`config.mk`:
```
export PLATFORM = sky130hd
export DESIGN_NAME = mul_mdc_job_sequencer_flat
export DESIGN_NICKNAME = d
export VERILOG_FILES = /design/src/rtl/mul_mdc_job_sequencer_pkg.sv /design/src/rtl/mul_mdc_job_sequencer_if.sv /design/src/rtl/mul_mdc_job_sequencer.sv /design/src/flat_wrapper.sv
export SDC_FILE = /design/constraint.sdc
export NUM_CORES = 1
export LEC_CHECK = 0
export ABC_AREA = 1
export CAP_MARGIN = 40
export CELL_PAD_IN_SITES_DETAIL_PLACEMENT = 0
export CELL_PAD_IN_SITES_GLOBAL_PLACEMENT = 1
export CORE_MARGIN = 2
export CORE_UTILIZATION = 25
export CTS_BUF_LIST = sky130_fd_sc_hd__clkbuf_8
export DETAILED_ROUTE_END_ITERATION = 8
export GPL_ROUTABILITY_DRIVEN = 0
export HOLD_SLACK_MARGIN = 0.03
export PLACE_DENSITY_LB_ADDON = 0.1
export SLEW_MARGIN = 20
export SYNTH_ARGS = -nofsm -noshare
export SYNTH_HDL_FRONTEND = slang
export SYNTH_SLANG_ARGS = --single-unit
```
`constraint.sdc`:
```
create_clock -name clk_i -period 4.5 [get_ports clk_i]
set_input_delay 0.45 -clock clk_i [delete_from_list [all_inputs] [get_ports clk_i]]
set_output_delay 0.45 -clock clk_i [all_outputs]
set_load 0.05 [all_outputs]
```
`src/rtl/mul_mdc_job_sequencer_pkg.sv`:
```
// Shared types and sizing for the mul_mdc job sequencer and its engine-side bundle.
// Engine control/flag structs mirror the engine's ctrl/flags ports field for field.
package mul_mdc_job_sequencer_pkg;

    localparam int unsigned MUL_MDC_CNT_LEN       = 1024;
    localparam int unsigned MUL_MDC_LEN_W         = 32;
    localparam int unsigned MUL_MDC_SEQ_TIMEOUT_W = 16;

    typedef enum logic [2:0] {
        IDLE    = 3'd0,
        STRM    = 3'd1,
        ENG     = 3'd2,
        COMPUTE = 3'd3,
        DRAIN   = 3'd4,
        FINISH  = 3'd5
    } seq_state_t;

    typedef struct packed {
        logic                     clear;
        logic                     start;
        logic [MUL_MDC_LEN_W-1:0] len;
        logic [MUL_MDC_LEN_W-1:0] shift;
        logic [MUL_MDC_LEN_W-1:0] simple_mul;
    } ctrl_engine_t;

    typedef struct packed {
        logic ready;
        logic done;
    } flags_engine_t;

endpackage

```
`src/rtl/mul_mdc_job_sequencer_if.sv`:
```
// Engine/streamer-side bundle of the job sequencer: streamer start handshakes,
// engine ctrl/flags and a snoop of the engine d output handshake.
interface mul_mdc_job_sequencer_if;
    import mul_mdc_job_sequencer_pkg::*;

    logic [3:0]    strm_req;
    logic [3:0]    strm_ack;
    logic          strm_d_done;
    ctrl_engine_t  ctrl;
    flags_engine_t flags;
    logic          d_valid;
    logic          d_ready;

    modport master (
        output strm_req,
        output ctrl,
        input  strm_ack,
        input  strm_d_done,
        input  flags,
        input  d_valid,
        input  d_ready
    );

    modport slave (
        input  strm_req,
        input  ctrl,
        output strm_ack,
        output strm_d_done,
        output flags,
        output d_valid,
        output d_ready
    );

endinterface

```
`src/rtl/mul_mdc_job_sequencer.sv`:
```
// Purpose: job-level controller launching streamers and engine, counting d outputs, signalling done.
// Latency: job_start -> strm_req next cycle; done/evt 2 cycles after last d handshake with drain seen.
// Backpressure: waits on streamer acks, engine ready and sink drain; d handshakes are only snooped.
module mul_mdc_job_sequencer
    import mul_mdc_job_sequencer_pkg::*;
#(
    parameter int unsigned CNT_LEN   = MUL_MDC_CNT_LEN,
    parameter int unsigned LEN_W     = MUL_MDC_LEN_W,
    parameter int unsigned TIMEOUT_W = MUL_MDC_SEQ_TIMEOUT_W
) (
    input  logic                       clk_i,
    input  logic                       rst_ni,
    input  logic                       test_mode_i,
    input  logic                       clear_i,
    input  logic                       job_start_i,
    input  logic [LEN_W-1:0]           reg_len_i,
    input  logic [LEN_W-1:0]           reg_shift_i,
    input  logic [LEN_W-1:0]           reg_simple_mul_i,
    mul_mdc_job_sequencer_if.master    eng,
    output logic                       busy_o,
    output logic                       done_o,
    output logic                       evt_o,
    output logic                       err_o,
    output logic [$clog2(CNT_LEN):0]   cnt_o
);

    localparam int unsigned CNT_W = $clog2(CNT_LEN) + 1;

    seq_state_t           state_q;
    logic [3:0]           acked_q;
    logic [LEN_W-1:0]     len_q;
    logic [LEN_W-1:0]     shift_q;
    logic [LEN_W-1:0]     smul_q;
    logic [CNT_W-1:0]     cnt_q;
    logic [TIMEOUT_W-1:0] wdog_q;
    logic                 err_q;
    logic                 start_q;
    logic                 fin_q;
    logic                 clr_q;

    logic                 hs;
    logic [CNT_W-1:0]     cnt_inc;
    logic [3:0]           acked_nxt;
    logic                 len_zero;
    logic                 len_over;
    logic                 unused_test_mode;

    assign unused_test_mode = test_mode_i;

    assign hs        = eng.d_valid & eng.d_ready;
    assign cnt_inc   = (hs && (cnt_q != CNT_W'(CNT_LEN))) ? cnt_q + 1'b1 : cnt_q;
    assign acked_nxt = acked_q | eng.strm_ack;
    assign len_zero  = (reg_len_i == '0);
    assign len_over  = (reg_len_i > LEN_W'(CNT_LEN));

    always_ff @(posedge clk_i or negedge rst_ni) begin
        if (!rst_ni) begin
            state_q <= IDLE;
            acked_q <= '0;
            len_q   <= '0;
            shift_q <= '0;
            smul_q  <= '0;
            cnt_q   <= '0;
            wdog_q  <= '0;
            err_q   <= 1'b0;
            start_q <= 1'b0;
            fin_q   <= 1'b0;
            clr_q   <= 1'b0;
        end else if (clear_i) begin
            state_q <= IDLE;
            acked_q <= '0;
            cnt_q   <= '0;
            wdog_q  <= '0;
            err_q   <= 1'b0;
            start_q <= 1'b0;
            fin_q   <= 1'b0;
            clr_q   <= 1'b1;
        end else begin
            start_q <= 1'b0;
            fin_q   <= 1'b0;
            clr_q   <= 1'b0;
            unique case (state_q)
                IDLE: begin
                    if (job_start_i) begin
                        len_q   <= reg_len_i;
                        shift_q <= reg_shift_i;
                        smul_q  <= reg_simple_mul_i;
                        cnt_q   <= '0;
                        acked_q <= '0;
                        err_q   <= len_over;
                        // Empty or oversized jobs complete at once without touching the engine.
                        if (len_zero || len_over) begin
                            state_q <= FINISH;
                            fin_q   <= 1'b1;
                        end else begin
                            state_q <= STRM;
                        end
                    end
                end
                STRM: begin
                    acked_q <= acked_nxt;
                    if (&acked_nxt) begin
                        state_q <= ENG;
                    end
                end
                ENG: begin
                    if (eng.flags.ready) begin
                        start_q <= 1'b1;
                        wdog_q  <= '0;
                        state_q <= COMPUTE;
                    end
                end
                COMPUTE: begin
                    cnt_q  <= cnt_inc;
                    wdog_q <= hs ? '0 : wdog_q + 1'b1;
                    // The count includes a handshake landing in the same cycle as eng done.
                    if (eng.flags.done) begin
                        if (LEN_W'(cnt_inc) != len_q) begin
                            err_q <= 1'b1;
                        end
                        state_q <= DRAIN;
                    end else if (!hs && (&wdog_q)) begin
                        err_q   <= 1'b1;
                        state_q <= FINISH;
                        fin_q   <= 1'b1;
                        clr_q   <= 1'b1;
                    end
                end
                DRAIN: begin
                    if (eng.strm_d_done) begin
                        state_q <= FINISH;
                        fin_q   <= 1'b1;
                        clr_q   <= 1'b1;
                    end
                end
                FINISH: begin
                    state_q <= IDLE;
                end
                default: begin
                    state_q <= IDLE;
                end
            endcase
        end
    end

    assign eng.strm_req = (state_q == STRM) ? ~acked_q : 4'b0000;
    assign eng.ctrl     = '{clear:      clr_q,
                            start:      start_q,
                            len:        MUL_MDC_LEN_W'(len_q),
                            shift:      MUL_MDC_LEN_W'(shift_q),
                            simple_mul: MUL_MDC_LEN_W'(smul_q)};

    assign busy_o = (state_q != IDLE);
    assign done_o = fin_q;
    assign evt_o  = fin_q;
    assign err_o  = err_q;
    assign cnt_o  = cnt_q;

endmodule

```
`src/flat_wrapper.sv`:
```
// flat-port wrapper written by rule: the top's interface ports become plain ports
module mul_mdc_job_sequencer_flat import mul_mdc_job_sequencer_pkg::*;
#(
    parameter int unsigned CNT_LEN   = MUL_MDC_CNT_LEN,
    parameter int unsigned LEN_W     = MUL_MDC_LEN_W,
    parameter int unsigned TIMEOUT_W = MUL_MDC_SEQ_TIMEOUT_W
)
  (clk_i, rst_ni, test_mode_i, clear_i, job_start_i, reg_len_i, reg_shift_i, reg_simple_mul_i, busy_o, done_o, evt_o, err_o, cnt_o, eng_strm_req, eng_ctrl, eng_strm_ack, eng_strm_d_done, eng_flags, eng_d_valid, eng_d_ready);
  mul_mdc_job_sequencer_if eng_i ();
  input  logic clk_i;
  input  logic rst_ni;
  input  logic test_mode_i;
  input  logic clear_i;
  input  logic job_start_i;
  input  logic [LEN_W-1:0] reg_len_i;
  input  logic [LEN_W-1:0] reg_shift_i;
  input  logic [LEN_W-1:0] reg_simple_mul_i;
  output logic busy_o;
  output logic done_o;
  output logic evt_o;
  output logic err_o;
  output logic [$clog2(CNT_LEN):0] cnt_o;
  output wire logic [$bits(eng_i.strm_req)-1:0] eng_strm_req;
  output wire logic [$bits(eng_i.ctrl)-1:0] eng_ctrl;
  input wire logic [$bits(eng_i.strm_ack)-1:0] eng_strm_ack;
  input wire logic [$bits(eng_i.strm_d_done)-1:0] eng_strm_d_done;
  input wire logic [$bits(eng_i.flags)-1:0] eng_flags;
  input wire logic [$bits(eng_i.d_valid)-1:0] eng_d_valid;
  input wire logic [$bits(eng_i.d_ready)-1:0] eng_d_ready;
  assign eng_strm_req = eng_i.strm_req;
  assign eng_ctrl = eng_i.ctrl;
  assign eng_i.strm_ack = eng_strm_ack;
  assign eng_i.strm_d_done = eng_strm_d_done;
  assign eng_i.flags = eng_flags;
  assign eng_i.d_valid = eng_d_valid;
  assign eng_i.d_ready = eng_d_ready;
  mul_mdc_job_sequencer #(.CNT_LEN(CNT_LEN), .LEN_W(LEN_W), .TIMEOUT_W(TIMEOUT_W)) u_core (.clk_i(clk_i), .rst_ni(rst_ni), .test_mode_i(test_mode_i), .clear_i(clear_i), .job_start_i(job_start_i), .reg_len_i(reg_len_i), .reg_shift_i(reg_shift_i), .reg_simple_mul_i(reg_simple_mul_i), .eng(eng_i), .busy_o(busy_o), .done_o(done_o), .evt_o(evt_o), .err_o(err_o), .cnt_o(cnt_o));
endmodule
```
* Word-level counts from Yosys, hierarchy flattened
Index checks and enable logic that the tools add are counted.
** Storage, ports and cells
- Bits in registers :: 134
- Input bits :: 110
- Logic and storage cells :: 87
** Operators by class
- $add $sub $neg :: 2
- Magnitude comparators :: 1
- Equality and inequality tests :: 12
- Multiplexer cells :: 39
- Bitwise operators :: 4
- Reduce and logical (&&, ||, !) cells :: 18
** Operators by type and width (number)
- $mux W16 :: 3
- $mux W11 :: 3
- $gt A32 B11 Y1 const B :: 1
- $logic_not A32 Y1 :: 1
- $ne A11 B32 Y1 :: 1
- $pmux W16 S2 :: 1
- $mux W3 :: 8
- $pmux W11 S2 :: 1
- $add A16 B1 Y16 const B :: 1
- $reduce_and A16 Y1 :: 1
- $mux W1 :: 15
- $pmux W3 S5 :: 1
- $mux W4 :: 3
- $reduce_bool A3 Y1 :: 4
- $add A11 B1 Y11 const B :: 1
- $ne A11 B11 Y1 const B :: 1
- $ne A3 B3 Y1 const B :: 3
- $ne A4 B3 Y1 const B :: 2
- $pmux W4 S2 :: 1
- $reduce_and A4 Y1 :: 2
- $eq A3 B2 Y1 const B :: 2
- $reduce_and A2 Y1 :: 3
- $reduce_and A5 Y1 :: 1
- $not A4 Y4 :: 1
- other kinds (13) :: 15

* Logic depth before layout (Yosys ltp)
- Word-level depth :: 8
- Depth in mapped cells :: 18
- Gate-level depth less buffers :: 18

* Worst setup path before layout
Ideal clock, no wire load.
- Path kind :: register to register
- Start point :: reg u_core.cnt_q[0] (netlist: u_core.cnt_o[0])
- End point :: reg u_core.err_q (netlist: u_core.err_o)
- Setup time :: 119 ps
- Arrival :: 2135 ps
- Path slack :: 2246 ps
- Cell stages (with the launch flop) :: 19
- Path buffers :: 0
- Path through :: dfrtp_1 > inv_1 > ha_1 > inv_1 > nor2_1 > nand3_2 > nor2_1 > nor2_4 > nand2_1 > nand2_1 > nand2_1 > nand2_1 > inv_1 > nand2_1 > nor2_1 > nand3_1 > nand2_1 > nand2_1 > nand2_1
** On the way
- Longest elaborated chain between the ends :: 6
- Elaborated cells on any way between the ends :: 7
- Those cells by class :: add/sub (1); eq/ne (3); mux (1); reduce/logical (2)
** Ends and longest elaborated chain
- from (decl) :: line mul_mdc_job_sequencer.sv:34 : logic [CNT_W-1:0] cnt_q;
- from (signal assigned) :: line mul_mdc_job_sequencer.sv:114 : cnt_q <= cnt_inc;
- parallel branches: the longest is 2 deep, another holds $add A11 B1 Y11
- $mux W11 (*) :: line mul_mdc_job_sequencer.sv:51 : assign cnt_inc = (hs && (cnt_q != CNT_W'(CNT_LEN))) ? cnt_q + 1'b1 : cnt_q;
- $ne A11 B32 Y1 (*) :: line mul_mdc_job_sequencer.sv:118 : if (LEN_W'(cnt_inc) != len_q) begin
- $ne A4 B3 Y1 (no source line) (*)
- $reduce_and A4 Y1 (no source line) (*)
- to (signal assigned) :: line mul_mdc_job_sequencer.sv:90 : err_q <= len_over;
- to (decl) :: line mul_mdc_job_sequencer.sv:36 : logic err_q;
Every way passes the cells marked *.
A chain may end at the register's enable or synchronous reset.

* Worst setup path in the final report
- Start point :: reg u_core.state_q[0]
- End point :: out busy_o
** On the way
- Longest elaborated chain between the ends :: 1
** Ends and longest elaborated chain
- from (decl) :: line mul_mdc_job_sequencer.sv:29 : seq_state_t state_q;
- from (signal assigned) :: line mul_mdc_job_sequencer.sv:58 : state_q <= IDLE;
- from (signal assigned) :: line mul_mdc_job_sequencer.sv:70 : state_q <= IDLE;
- from (signal assigned) :: line mul_mdc_job_sequencer.sv:93 : state_q <= FINISH;
- $reduce_bool A3 Y1 :: line mul_mdc_job_sequencer.sv:153 : assign busy_o = (state_q != IDLE);
- to (decl) :: line flat_wrapper.sv:18 : output logic busy_o;
No other way between the ends.

==> run_results.csv <==
group,metric,value,unit
die,start_util,25.3,%
global_routing,grt_max_degree,91,
sta,hold_viol,0,
sta,final-setup-viol-count,0,
sta,worst_slew_pin_slew,0.682,ns
global_routing,grt_usage,15.1,%
sta,layout_worst_path_cycle_share,58.9,%
finish,drive_gt1_share,14.4,%
synthesis,synth_nets,773,
detailed_routing,first_pass_iters,4,
finish,final_common_cell,"clkdlybuf4s50_1",
setup_path,critPathCaptureType,"output pin",
sta,slew_headroom,54.1,%
clocking,cts_max_level,4,
synthesis,synth_ff_type,"dfrtp_1",
setup_path,reg2reg_from,"u_core.cnt_o[0]",
sta,period_needed,2.65,ns
power,peakVddDrop,0.411,mV
global_routing,antenna_found_initial,1,
die,placementRows,58,
synthesis,syn_area_per_cell,9.58,sq um
placed_design,dp_hpwl,14900,um
detailed_routing,wl_met1,8250,um
placed_design,port_buffers,225,
die,die_y,163,um
setup_path,crit_required,4.05,ns
detailed_routing,wl,19500,um
finish,insertedDiodeCount,0,
die,dieArea,26600,sq um
clocking,cts_setup_buffers,0,
setup_path,cp-endpoint,"busy_o",
synthesis,syn_area,6320,sq um
sta,max_freq,377,MHz
finish,nNetsFinal,1003,
finish,final_cell_mix,"224 x clkdlybuf4s50_1, 134 x dfrtp_1, 130 x nand2_1, 77 x mux2_2, 70 x inv_1",
synthesis,synth_edf_count,0,
synthesis,ys_async_sr_fraction,100,%
setup_path,crit_path_start_kind,"flip-flop",
setup_path,cp.arrival,2.20,ns
finish,area_delta_synth_final,48.0,%
clocking,ctsResizeCount,0,
global_routing,grt_pass1_vias,5804,
sta,slew_violations,0,
power,leakage,4.09,nW
sta,fin_setup_tns,0,ns
detailed_routing,drt-initial-drc-count,257,
clocking,root_buffer,"clkbuf_8",
placed_design,place_inst,1200,
clocking,cts-hold-fix-buffers,1,
synthesis,yosysUniqueCellTypes,35,
synthesis,yosysSeqAreaShare,53.0,%
die,chipWidth,163,um
finish,stdcell_count,1232,
job,max_cap_violations,0,
clocking,clockBufferDepth,2,
setup_path,startpoint,"u_core.state_q[0]",
finish,finalCoreUtilization,37.4,%
setup_path,crit_type,"reg -> out",
setup_path,rr_worst_depth,15,
setup_path,rrSetupSlack,1.98,ns
setup_path,cp_max_fo,6,
sta,fin_hold_ws,0.487,ns
clocking,cts_num_sinks,134,
power,p_per_area,726,nW/um^2
detailed_routing,via_per_inst,4.40,
detailed_routing,dr.max_layer_used,"met5",
detailed_routing,route.detailed.drc,0,
detailed_routing,drtAntennaViolNets,0,
sta,finClkSkew,0.0101,ns
synthesis,syn_inst,660,
detailed_routing,vias,5421,
global_routing,gr-total-overflow,0,
die,fp.coreArea,25000,sq um
synthesis,yosys_register_bits,134,
clocking,cts_tree,"built",
outcome,status,"completed",
clocking,clk_transition_reported_paths,0.08,ns
detailed_routing,wl_met2,8760,um
die,io_pins,227,
synthesis,yosys_warnings,0,
detailed_routing,wl_met3,2200,um
sta,rsz0062_at_grt,"false",
detailed_routing,wl_per_cell,15.8,um
setup_path,r2r_end,"u_core.err_o",
clocking,numCtsBuffers,17,
clocking,clk_latency,0.45,ns
global_routing,grt_pass1_wl,30700,um
hold_path,hp-class,"reg -> reg",
## cells in the mapped netlist (2+ instances only)
cell type | n | area (sq um)
nor3_1 | 10 | 50.1
nand3b_1 | 6 | 45.0
dfrtp_1 | 134 | 3350
a21oi_1 | 21 | 105
nand3_1 | 33 | 165
nand2_2 | 2 | 12.5
inv_1 | 70 | 263
nor2_2 | 3 | 18.8
buf_4 | 4 | 30.0
clkbuf_1 | 3 | 11.3
xor2_1 | 3 | 26.3
nand2_1 | 130 | 488
mux2_2 | 77 | 867
a211oi_1 | 2 | 15.0
inv_2 | 3 | 11.3
ha_1 | 3 | 37.5
nor2_1 | 67 | 251
buf_6 | 4 | 45.0
nand3_2 | 3 | 30.0
o21ai_0 | 36 | 180
buf_2 | 8 | 40.0
o22ai_1 | 8 | 50.1
nor2_4 | 4 | 45.0
nand4_1 | 11 | 68.8
nor4_1 | 5 | 31.3
## flip-flops by register name, indices dropped and copies added (netlist names)
signal / flops
u_core.shift_q: 32
u_core.wdog_q: 16
u_core.len_q: 32
u_core.err_o: 1
u_core.start_q: 1
u_core.done_o: 1
u_core.state_q: 3
u_core.smul_q: 32
u_core.cnt_o: 11
u_core.clr_q: 1
u_core.acked_q: 4
## kinds of logic (layout without fill, tap and decap cells)
kind of cell	count (synthesis)	count (layout)	synth area share (%)
fa+ha+maj	3	3	0.594
xor+xnor	4	4	0.554
buf+inv	92	334	6.33
simple gates	277	277	19.4
mux	77	77	13.7
flops	134	134	53.0
compound gates	73	73	6.39
## worst max-delay path, cell delays in order, from the launching register on
cell and delay (ns):
dfrtp_1 0.44, nor2_1 0.23, inv_2 0.09, nor2_4 0.16, inv_1 0.08, clkdlybuf4s50_1 0.75
## final cells by class
cell class	count	area, sq um
sequential	134	3350
timing repair buffer	230	2330
tap	330	413
fill	2540	15700
clock buffer	17	234
clock inverter	14	179
inverter	73	274
multi-input combinational	434	2580
## report_power, final
group          switching, mW  leakage (nW)  internal [mW]
Sequential             0.317          1.66           1.67
Clock                  0.516         0.199          0.551
Combinational           2.43          2.22           1.32
## routing by layer
metal / track usage [%] / vias to the layer above
met4: 4.55 / 2
met2: 24.2 / 197
met1: 17.8 / 2575
li1: - / 2628
met5: 0 / -
met3: 7.54 / 19
## worst min-delay path by stage
| stage | startpoint | end | slack [ns] | cells after the start |
|---|---|---|---|---|
| floorplan | rst_ni | u_core.acked_q[0] | 0.15 | 0 |
| global placement | u_core.err_o | u_core.err_o | 0.46 | 2 |
| detailed placement | rst_ni | u_core.cnt_o[10] | 0.41 | 1 |
| CTS | rst_ni | u_core.cnt_o[10] | 0.49 | 2 |
| global route | u_core.err_o | u_core.err_o | 0.51 | 2 |
| finish | u_core.err_o | u_core.err_o | 0.49 | 2 |
## per-stage QoR
step / instance area [sq um] / power, mW / setup slack (ns)
floorplan: 6320 / 4.40 / 2.25
global placement: 8900 / 5.75 / 1.56
detailed placement: 8930 / 5.78 / 1.58
CTS: 9360 / 6.89 / 1.78
global route: 9360 / 7.17 / 1.70
finish: 9360 / 6.79 / 1.85
Power figures use the tool's default switching activity.
